--- src/rtl/lsu_pkg.sv ---
// rtl/lsu_pkg.sv - shared size encodings, FSM states and size helpers for the LSU
package lsu_pkg;

    localparam logic [1:0] SZ_BYTE = 2'b00;
    localparam logic [1:0] SZ_HALF = 2'b01;
    localparam logic [1:0] SZ_WORD = 2'b10;
    localparam logic [1:0] SZ_ILL  = 2'b11;

    typedef enum logic [1:0] {
        IDLE = 2'd0,
        XFER = 2'd1,
        RESP = 2'd2
    } lsu_state_e;

    function automatic logic [2:0] size_nbytes(input logic [1:0] size);
        case (size)
            SZ_BYTE: return 3'd1;
            SZ_HALF: return 3'd2;
            SZ_WORD: return 3'd4;
            default: return 3'd0;
        endcase
    endfunction

    // Only the two low address bits can make a byte/half/word access misaligned.
    function automatic logic is_misaligned(input logic [1:0] size, input logic [1:0] addr_lo);
        case (size)
            SZ_HALF: return addr_lo[0];
            SZ_WORD: return |addr_lo;
            default: return 1'b0;
        endcase
    endfunction

endpackage

--- src/rtl/lsu_extend.sv ---
// rtl/lsu_extend.sv - sign/zero extension of right-justified load data
module lsu_extend
    import lsu_pkg::*;
(
    input  logic [31:0] acc,
    input  logic [1:0]  size,
    input  logic        sign_ext,
    output logic [31:0] rdata
);

    always_comb begin
        rdata = acc;
        case (size)
            SZ_BYTE: rdata = {{24{sign_ext & acc[7]}}, acc[7:0]};
            SZ_HALF: rdata = {{16{sign_ext & acc[15]}}, acc[15:0]};
            default: rdata = acc;
        endcase
    end

endmodule

--- src/rtl/lsu_byte_sequencer.sv ---
// rtl/lsu_byte_sequencer.sv - plays one load/store out over a byte-wide memory port, MSB first
module lsu_byte_sequencer
    import lsu_pkg::*;
#(
    parameter int AW = 9,
    parameter int DW = 32
) (
    input  logic          clk,
    input  logic          rst_n,
    input  logic          req_valid,
    output logic          req_ready,
    input  logic          req_we,
    input  logic [1:0]    req_size,
    input  logic          req_signed,
    input  logic [AW-1:0] req_addr,
    input  logic [DW-1:0] req_wdata,
    output logic          resp_valid,
    output logic [DW-1:0] resp_rdata,
    output logic          resp_err,
    output logic          mem_en,
    output logic          mem_we,
    output logic [AW-1:0] mem_addr,
    output logic [7:0]    mem_wdata,
    input  logic [7:0]    mem_rdata
);

    lsu_state_e    state_q, state_d;
    logic          we_q, we_d;
    logic [1:0]    size_q, size_d;
    logic          sgn_q, sgn_d;
    logic [AW-1:0] addr_q, addr_d;
    logic [31:0]   wdata_q, wdata_d;
    logic [1:0]    idx_q, idx_d;
    logic [31:0]   acc_q, acc_d;
    logic          resp_valid_q, resp_valid_d;
    logic          resp_err_q, resp_err_d;
    logic [31:0]   resp_rdata_q, resp_rdata_d;
    logic          mem_en_q, mem_en_d;
    logic          mem_we_q, mem_we_d;
    logic [AW-1:0] mem_addr_q, mem_addr_d;
    logic [7:0]    mem_wdata_q, mem_wdata_d;

    logic [2:0]    nbytes;
    logic [2:0]    req_nbytes;
    logic          req_err;
    logic          last_byte;
    logic [1:0]    idx_nxt;
    logic [31:0]   acc_shift;
    logic [31:0]   ext_rdata;

    function automatic logic [7:0] pick_byte(input logic [31:0] w, input logic [1:0] k);
        return w[8*k +: 8];
    endfunction

    assign nbytes     = size_nbytes(size_q);
    assign req_nbytes = size_nbytes(req_size);
    assign req_err    = (req_size == SZ_ILL) || is_misaligned(req_size, req_addr[1:0]);
    assign last_byte  = ({1'b0, idx_q} == (nbytes - 3'd1));
    assign idx_nxt    = idx_q + 2'd1;
    assign acc_shift  = {acc_q[23:0], mem_rdata};

    // Extension sees the accumulator including the byte arriving this cycle,
    // so the response can be registered on the same edge as the last byte.
    lsu_extend u_extend (
        .acc      (acc_shift),
        .size     (size_q),
        .sign_ext (sgn_q),
        .rdata    (ext_rdata)
    );

    always_comb begin
        state_d      = state_q;
        we_d         = we_q;
        size_d       = size_q;
        sgn_d        = sgn_q;
        addr_d       = addr_q;
        wdata_d      = wdata_q;
        idx_d        = idx_q;
        acc_d        = acc_q;
        resp_valid_d = 1'b0;
        resp_err_d   = 1'b0;
        resp_rdata_d = 32'h0;
        mem_en_d     = 1'b0;
        mem_we_d     = 1'b0;
        mem_addr_d   = mem_addr_q;
        mem_wdata_d  = mem_wdata_q;

        case (state_q)
            IDLE: begin
                if (req_valid) begin
                    we_d    = req_we;
                    size_d  = req_size;
                    sgn_d   = req_signed;
                    addr_d  = req_addr;
                    wdata_d = req_wdata;
                    idx_d   = 2'd0;
                    acc_d   = 32'h0;
                    if (req_err) begin
                        state_d      = RESP;
                        resp_valid_d = 1'b1;
                        resp_err_d   = 1'b1;
                    end else begin
                        state_d     = XFER;
                        mem_en_d    = 1'b1;
                        mem_we_d    = req_we;
                        mem_addr_d  = req_addr;
                        mem_wdata_d = pick_byte(req_wdata, 2'(req_nbytes - 3'd1));
                    end
                end
            end
            XFER: begin
                if (!we_q) begin
                    acc_d = acc_shift;
                end
                if (last_byte) begin
                    state_d      = RESP;
                    resp_valid_d = 1'b1;
                    resp_rdata_d = we_q ? 32'h0 : ext_rdata;
                end else begin
                    idx_d       = idx_nxt;
                    mem_en_d    = 1'b1;
                    mem_we_d    = we_q;
                    mem_addr_d  = addr_q + AW'(idx_nxt);
                    mem_wdata_d = pick_byte(wdata_q, 2'(nbytes - 3'd2) - idx_q);
                end
            end
            RESP: begin
                state_d = IDLE;
            end
            default: begin
                state_d = IDLE;
            end
        endcase
    end

    always_ff @(posedge clk or negedge rst_n) begin
        if (!rst_n) begin
            state_q      <= IDLE;
            we_q         <= 1'b0;
            size_q       <= SZ_BYTE;
            sgn_q        <= 1'b0;
            addr_q       <= '0;
            wdata_q      <= 32'h0;
            idx_q        <= 2'd0;
            acc_q        <= 32'h0;
            resp_valid_q <= 1'b0;
            resp_err_q   <= 1'b0;
            resp_rdata_q <= 32'h0;
            mem_en_q     <= 1'b0;
            mem_we_q     <= 1'b0;
            mem_addr_q   <= '0;
            mem_wdata_q  <= 8'h0;
        end else begin
            state_q      <= state_d;
            we_q         <= we_d;
            size_q       <= size_d;
            sgn_q        <= sgn_d;
            addr_q       <= addr_d;
            wdata_q      <= wdata_d;
            idx_q        <= idx_d;
            acc_q        <= acc_d;
            resp_valid_q <= resp_valid_d;
            resp_err_q   <= resp_err_d;
            resp_rdata_q <= resp_rdata_d;
            mem_en_q     <= mem_en_d;
            mem_we_q     <= mem_we_d;
            mem_addr_q   <= mem_addr_d;
            mem_wdata_q  <= mem_wdata_d;
        end
    end

    assign req_ready  = (state_q == IDLE);
    assign resp_valid = resp_valid_q;
    assign resp_err   = resp_err_q;
    assign resp_rdata = resp_rdata_q;
    assign mem_en     = mem_en_q;
    assign mem_we     = mem_we_q;
    assign mem_addr   = mem_addr_q;
    assign mem_wdata  = mem_wdata_q;

endmodule

--- config.mk ---
export PLATFORM = sky130hd
export DESIGN_NAME = lsu_byte_sequencer
export DESIGN_NICKNAME = d
export VERILOG_FILES = /design/src/rtl/lsu_pkg.sv /design/src/rtl/lsu_extend.sv /design/src/rtl/lsu_byte_sequencer.sv
export SDC_FILE = /design/constraint.sdc
export NUM_CORES = 1
export LEC_CHECK = 0
export ABC_AREA = 0
export CORE_ASPECT_RATIO = 0.8
export CORE_MARGIN = 2
export CORE_UTILIZATION = 25
export CTS_CLUSTER_DIAMETER = 200
export DETAILED_ROUTE_END_ITERATION = 12
export SLEW_MARGIN = 20
export SYNTH_ARGS = -nofsm -noshare
export SYNTH_HDL_FRONTEND = slang
export SYNTH_SLANG_ARGS = --single-unit
--- constraint.sdc ---
create_clock -name clk -period 3.5 [get_ports clk]
set_input_delay 0.35 -clock clk [delete_from_list [all_inputs] [get_ports clk]]
set_output_delay 0.35 -clock clk [all_outputs]
set_load 0.005 [all_outputs]
==> results of run 1 <==
-- how the worst max path moves through the flow --
stage | end | from | slack [ps] | depth (start not counted)
finish | mem_wdata[7]$_DFFE_PN0P_ | size_q[0]$_DFFE_PN0P_ | 270 | 9
global route | mem_wdata[7]$_DFFE_PN0P_ | size_q[0]$_DFFE_PN0P_ | 50 | 9
CTS | mem_wdata[7]$_DFFE_PN0P_ | size_q[0]$_DFFE_PN0P_ | 250 | 9
detailed placement | mem_wdata[2]$_DFFE_PN0P_ | size_q[0]$_DFFE_PN0P_ | 250 | 9
global placement | mem_wdata[0]$_DFFE_PN0P_ | size_q[0]$_DFFE_PN0P_ | 340 | 9
floorplan | mem_wdata[3]$_DFFE_PN0P_ | size_q[1]$_DFFE_PN0P_ | 680 | 13
-- layout make-up --
cell class / count / area share [%]
inverter: 26 / 1.30
clock inverter: 9 / 1.47
tap: 275 / 4.58
sequential: 126 / 42.0
multi-input combinational: 341 / 28.6
timing repair buffer: 120 / 15.8
clock buffer: 22 / 6.32
-- critical path, cell delays in order (launching register included) --
cell and delay [ps]:
dfrtp_1 370, nor2_1 150, clkinv_1 230, ha_1 430
or3_1 350, o311a_1 260, a21oi_4 540, inv_2 260
and3_1 240, a221o_1 270
-- layout by cell type (no fill, tap or decap), drive strengths merged, types with 3 or more instances in the layout --
cell,count
and3,5
xor2,4
nand2,156
nor2b,4
buf,12
a22o,24
a21oi,29
mux4,16
clkinv,4
dfrtp,126
o21ai,17
clkinvlp,3
xnor2,6
inv,26
nand3,8
clkdlybuf4s50,108
clkbuf,22
and2,9
nor3,3
nor2,18
mux2i,5
ha,8
a221o,5
-- state kept, by name, summed over array words and instances, names as in the netlist --
name	count
idx_q	2
addr_q	9
we_q	1
mem_addr	9
mem_wdata	8
resp_err	1
sgn_q	1
mem_we	1
resp_rdata	32
acc_q	24
state_q	2
size_q	2
mem_en	1
resp_valid	1
wdata_q	32
-- per-layer routing --
metal / global-route usage [%] / share of wire (%)
met5: 0 / 0
met4: 3.56 / 0.91
met3: 3.33 / 4.4
met2: 19.5 / 45
met1: 18.8 / 50
-- logic make-up (layout without fill, tap and decap cells) --
kind of cell	Yosys count	after routing	share of synthesized area, %
AND/OR/NAND/NOR	210	210	15.7
flip-flops	126	126	57.0
AO/OA/AOI/OAI	91	91	11.6
buffers and inverters	56	177	4.30
multiplexers	21	21	7.42
XOR/XNOR	10	10	1.72
adder cells (fa/ha/maj)	9	9	2.17
-- power by group --
group | switching [mW] | internal (mW)
Sequential | 0.389 | 2.01
Clock | 0.637 | 1.10
Combinational | 1.40 | 1.26
==> results.sh, run 1 <==
export IMPL_status="complete, no violations"
export IMPL_synth_net_count=588
export IMPL_drive_gt1_share_pct=9.94
export IMPL_yosysTopAreaCellShare_pct=57.0
export IMPL_worstMarginPinSlew_ps=848
export IMPL_min_path_type="in2async"
export IMPL_grt_max_degree=68
export IMPL_wl_per_cell_um=15.5
export IMPL_worstPathMaxFanout=23
export IMPL_required_ps=3790
export IMPL_synthArstFlopShare_pct=100
export IMPL_timing_final_ws_setup_ps=275
export IMPL_leakagePower_nw=3.41
export IMPL_post_route_util_pct=34.7
export IMPL_slew_headroom_pct=43.5
export IMPL_cts_buffers_inserted=17
export IMPL_synth_cells=523
export IMPL_finalNonFillerCells=919
export IMPL_globalRouteOverflowTotal=0
export IMPL_placed_area_um2=6920
export IMPL_maxSlewViolCount=0
export IMPL_cts_resized=0
export IMPL_post_place_ws_ps=252
export IMPL_powerDensity_nw_per_um2=905
export IMPL_drtIter0Drc=205
export IMPL_max_freq_ghz=0.310
export IMPL_clock_sinks=126
export IMPL_clk_path_buf_depth=2
export IMPL_wirelength_um=14200
export IMPL_core_um2=21600
export IMPL_worstPathArrival_ps=3510
export IMPL_fillers=2210
export IMPL_ys_seq_area_share_pct=57.0
export IMPL_r2r_start="size_q[0]$_DFFE_PN0P_"
export IMPL_detail_route_antenna_nets=0
export IMPL_syn2layout_area_growth_pct=35.8
export IMPL_fp_dieH_um=137
export IMPL_grt_pass1_vias=4237
export IMPL_synth_edff_count=0
export IMPL_row_count=48
export IMPL_whs_ps=53.2
export IMPL_syn_area_per_cell_um2=10.6
export IMPL_cts_tree="built"
export IMPL_skew_ps=4.55
export IMPL_die_area_um2=23300
export IMPL_grt_use_total_pct=13.1
export IMPL_initial_utilization_pct=25.6
export IMPL_port_buffers=109
export IMPL_yosys_top_cells_area="dfrtp_1 57%, nand2_1 11%, mux4_2 6.5%"
export IMPL_start_kind="flop"
export IMPL_num_nets_final=697
export IMPL_worst_skew_pair_late_latency_ps=400
export IMPL_vias=4100
export IMPL_grt_pass1_wl_um=23300
export IMPL_place_inst=888
export IMPL_endpoint_kind="flop"
export IMPL_gp_congestion=0.776
export IMPL_synth_common_cells="156 x nand2_1, 126 x dfrtp_1, 28 x a21oi_1, 24 x a22o_1, 24 x inv_1"
export IMPL_ys_ff_latch=126
export IMPL_yosys_warnings=0
export IMPL_design_area_um2=7510
export IMPL_multi_input_area_um2=2140
export IMPL_yosys_cell_types_count=48
export IMPL_synthFlopType="dfrtp_1"
export IMPL_ctsHoldBuffers=0
export IMPL_rsz0062_at_grt="no"
export IMPL_antenna_found_initial=0
export IMPL_syn_area_um2=5530
export IMPL_cap_violations=0
export IMPL_vias_per_cell=4.46
export IMPL_reg2reg_depth=9
export IMPL_synth_most_common_cell="nand2_1"
export IMPL_synth_top_cell_by_area="dfrtp_1"
export IMPL_register_area_um2=3150
export IMPL_reg2reg_to="mem_wdata[7]$_DFFE_PN0P_"
export IMPL_setup_tns_ps=0
export IMPL_critical_path_class="reg2reg"
export IMPL_rrSetupSlack_ps=270
export IMPL_num_io_pins=110
export IMPL_cts_root_buf="clkbuf_16"
export IMPL_vdd_drop_max_mv=0.258
export IMPL_cts_setup_buffers=0
export IMPL_dr_pass1_iters=4
export IMPL_antennaDiodeCount=0
export IMPL_post_route_period_util_pct=92.1
export IMPL_setup_viol=0
export IMPL_route_detailed_drc=0
export IMPL_h_tree_depth=4
export IMPL_dieWidth_um=170
export IMPL_hpwl_um=10100
export IMPL_fin_crit_ps=3230
export IMPL_finalPower_mw=6.80
export IMPL_hold_viol_final=0
export IMPL_clk_pin_slew_worst_paths_ps=60
No activity file was read; power rests on OpenSTA's default activity.
==> run 2: changes to the inputs <==
--- a/config.mk
+++ b/config.mk
@@ -11,6 +11,7 @@
 export CORE_UTILIZATION = 25
 export CTS_CLUSTER_DIAMETER = 200
 export DETAILED_ROUTE_END_ITERATION = 12
+export DONT_BUFFER_PORTS = 1
 export SLEW_MARGIN = 20
 export SYNTH_ARGS = -nofsm -noshare
 export SYNTH_HDL_FRONTEND = slang
==> results.sh, run 2 (synthesis results as in run 1) <==
export IMPL_status="complete, no violations"
export IMPL_maxSlewViolCount=0
export IMPL_start_kind="flop"
export IMPL_die_area_um2=23300
export IMPL_hpwl_um=9910
export IMPL_internal_power_mw=4.25
export IMPL_rrSetupSlack_ps=540
export IMPL_path_cells="nor2_1 > clkinv_1 > ha_1 > or3_1 > o311a_1 > a21oi_4 > inv_2 > and3_1 > a221o_1"
export IMPL_h_tree_depth=4
export IMPL_final_common_cell="nand2_1"
export IMPL_antennaDiodeCount=0
export IMPL_leakagePower_nw=3.04
export IMPL_drive_gt1_share_pct=12.1
export IMPL_design_area_um2=6500
export IMPL_grt_use_total_pct=12.8
export IMPL_min_to="wdata_q[30]$_DFFE_PN0P_"
export IMPL_worstMarginPinSlew_ps=894
export IMPL_rsz0062_at_grt="no"
export IMPL_hold_viol_final=0
export IMPL_slowest_stage="ha_1"
export IMPL_num_nets_final=588
export IMPL_endpoint_kind="flop"
export IMPL_post_place_ws_ps=568
export IMPL_post_route_util_pct=30.1
export IMPL_placed_area_um2=5800
export IMPL_reg2reg_depth=9
export IMPL_num_io_pins=110
export IMPL_clock_sinks=126
export IMPL_powerDensity_nw_per_um2=1030
export IMPL_globalRouteOverflowTotal=0
export IMPL_vdd_drop_max_mv=0.298
export IMPL_cts_buffers_inserted=17
export IMPL_switching_share_pct=36.3
export IMPL_route_detailed_drc=0
export IMPL_required_ps=3800
export IMPL_grt_max_degree=127
export IMPL_cts_root_buf="clkbuf_16"
export IMPL_skew_ps=8.09
export IMPL_r2r_start="size_q[0]$_DFFE_PN0P_"
export IMPL_max_freq_ghz=0.338
export IMPL_slew_headroom_pct=40.2
export IMPL_hold_start="req_wdata[30]"
export IMPL_setup_viol=0
export IMPL_wirelength_um=14200
export IMPL_grt_pass1_wl_um=22200
export IMPL_critical_path_class="reg2reg"
export IMPL_dieWidth_um=170
export IMPL_power_frac_seq_pct=37.0
export IMPL_power_switching_mw=2.43
export IMPL_initial_utilization_pct=25.6
export IMPL_antenna_found_initial=0
export IMPL_whs_ps=34.9
export IMPL_wl_per_cell_um=17.5
export IMPL_fin_crit_ps=2960
export IMPL_clk_pin_slew_worst_paths_ps=60
export IMPL_cts_tree="built"
export IMPL_worstPathArrival_ps=3250
export IMPL_detail_route_antenna_nets=0
export IMPL_core_um2=21600
export IMPL_setup_tns_ps=0
export IMPL_port_buffers=0
export IMPL_vias=3748
export IMPL_worst_skew_pair_late_latency_ps=420
export IMPL_dr_pass1_iters=4
export IMPL_vias_per_cell=4.62
export IMPL_cap_violations=0
export IMPL_timing_final_ws_setup_ps=540
export IMPL_holdPathStages=2
export IMPL_layout_common_cells="156 x nand2_1, 126 x dfrtp_1, 28 x a21oi_1"
export IMPL_cts_resized=0
export IMPL_pwr_share_comb_pct=33.7
export IMPL_clk_path_buf_depth=2
export IMPL_worstPathMaxFanout=14
export IMPL_syn2layout_area_growth_pct=17.7
export IMPL_reg2reg_to="mem_wdata[7]$_DFFE_PN0P_"
export IMPL_crit_family="simple AND/OR/NAND/NOR gates"
export IMPL_drtIter0Drc=255
export IMPL_grt_pass1_vias=3802
export IMPL_cp_num_buf_inv=2
export IMPL_cp_slowest_stage_delay_ps=490
export IMPL_post_route_period_util_pct=84.6
export IMPL_clockPowerShare_pct=29.3
export IMPL_min_path_type="in2reg"
export IMPL_gp_congestion=0.775
export IMPL_row_count=48
export IMPL_fp_dieH_um=137
[run 2: cell types whose count changed in the layout (fill, tap and decap cells not counted), sizes merged]
cell,before,now
clkbuf,22,17
inv,26,29
clkdlybuf4s50,108,0
bufinv,2,5
dlygate4sd3,0,1
buf,12,10
[run 2: repair_timing]
item	4_1_cts	5_1_grt
buffers inserted	0	0
hold buffers	2	0
endpoints found under the hold margin	126	0
[run 2: final cells by class]
type	count	area, µm²
clock buffer	17	425
inverter	26	97.6
fill	2238	15100
timing repair buffer	11	105
tap	275	344
multi-input combinational	341	2140
clock inverter	15	234
sequential	126	3150
[run 2: layer usage]
| layer | wire length, µm | GRT usage (%) | up-vias | share of wire [%] |
|---|---|---|---|---|
| li1 | - | - | 1784 | - |
| met1 | 6670 | 17.5 | 1851 | 47 |
| met2 | 6320 | 18.1 | 102 | 44 |
| met3 | 1070 | 5.21 | 11 | 7.5 |
| met4 | 165 | 4.51 | 0 | 1.2 |
| met5 | 0 | 0 | - | 0 |
[run 2: how the worst max path moves through the flow]
| stage | from | to | slack, ps | cells after the start |
|---|---|---|---|---|
| final | size_q[0]$_DFFE_PN0P_ | mem_wdata[7]$_DFFE_PN0P_ | 540 | 9 |
| after global routing | size_q[0]$_DFFE_PN0P_ | mem_wdata[7]$_DFFE_PN0P_ | 290 | 9 |
| after CTS | size_q[0]$_DFFE_PN0P_ | mem_wdata[7]$_DFFE_PN0P_ | 550 | 9 |
| after detailed placement | size_q[0]$_DFFE_PN0P_ | mem_wdata[7]$_DFFE_PN0P_ | 570 | 9 |
| after global placement | size_q[0]$_DFFE_PN0P_ | mem_wdata[2]$_DFFE_PN0P_ | 690 | 9 |
| after floorplan | size_q[1]$_DFFE_PN0P_ | mem_wdata[3]$_DFFE_PN0P_ | 680 | 13 |
[run 2: through the flow]
stage	std cells	total power, mW
global placement	777	4.66
CTS	811	6.75
floorplan	523	4.15
global route	811	7.18
detailed placement	777	4.73
finish	811	6.68
[run 2: power by group through the flow]
stage / clock network [mW] / registers, mW / logic, mW
after CTS: 2.00 / 2.48 / 2.27
after global placement: 0 / 2.50 / 2.17
final: 1.96 / 2.47 / 2.25
after floorplan: 0 / 2.31 / 1.84
after global routing: 2.07 / 2.54 / 2.57
after detailed placement: 0 / 2.50 / 2.23
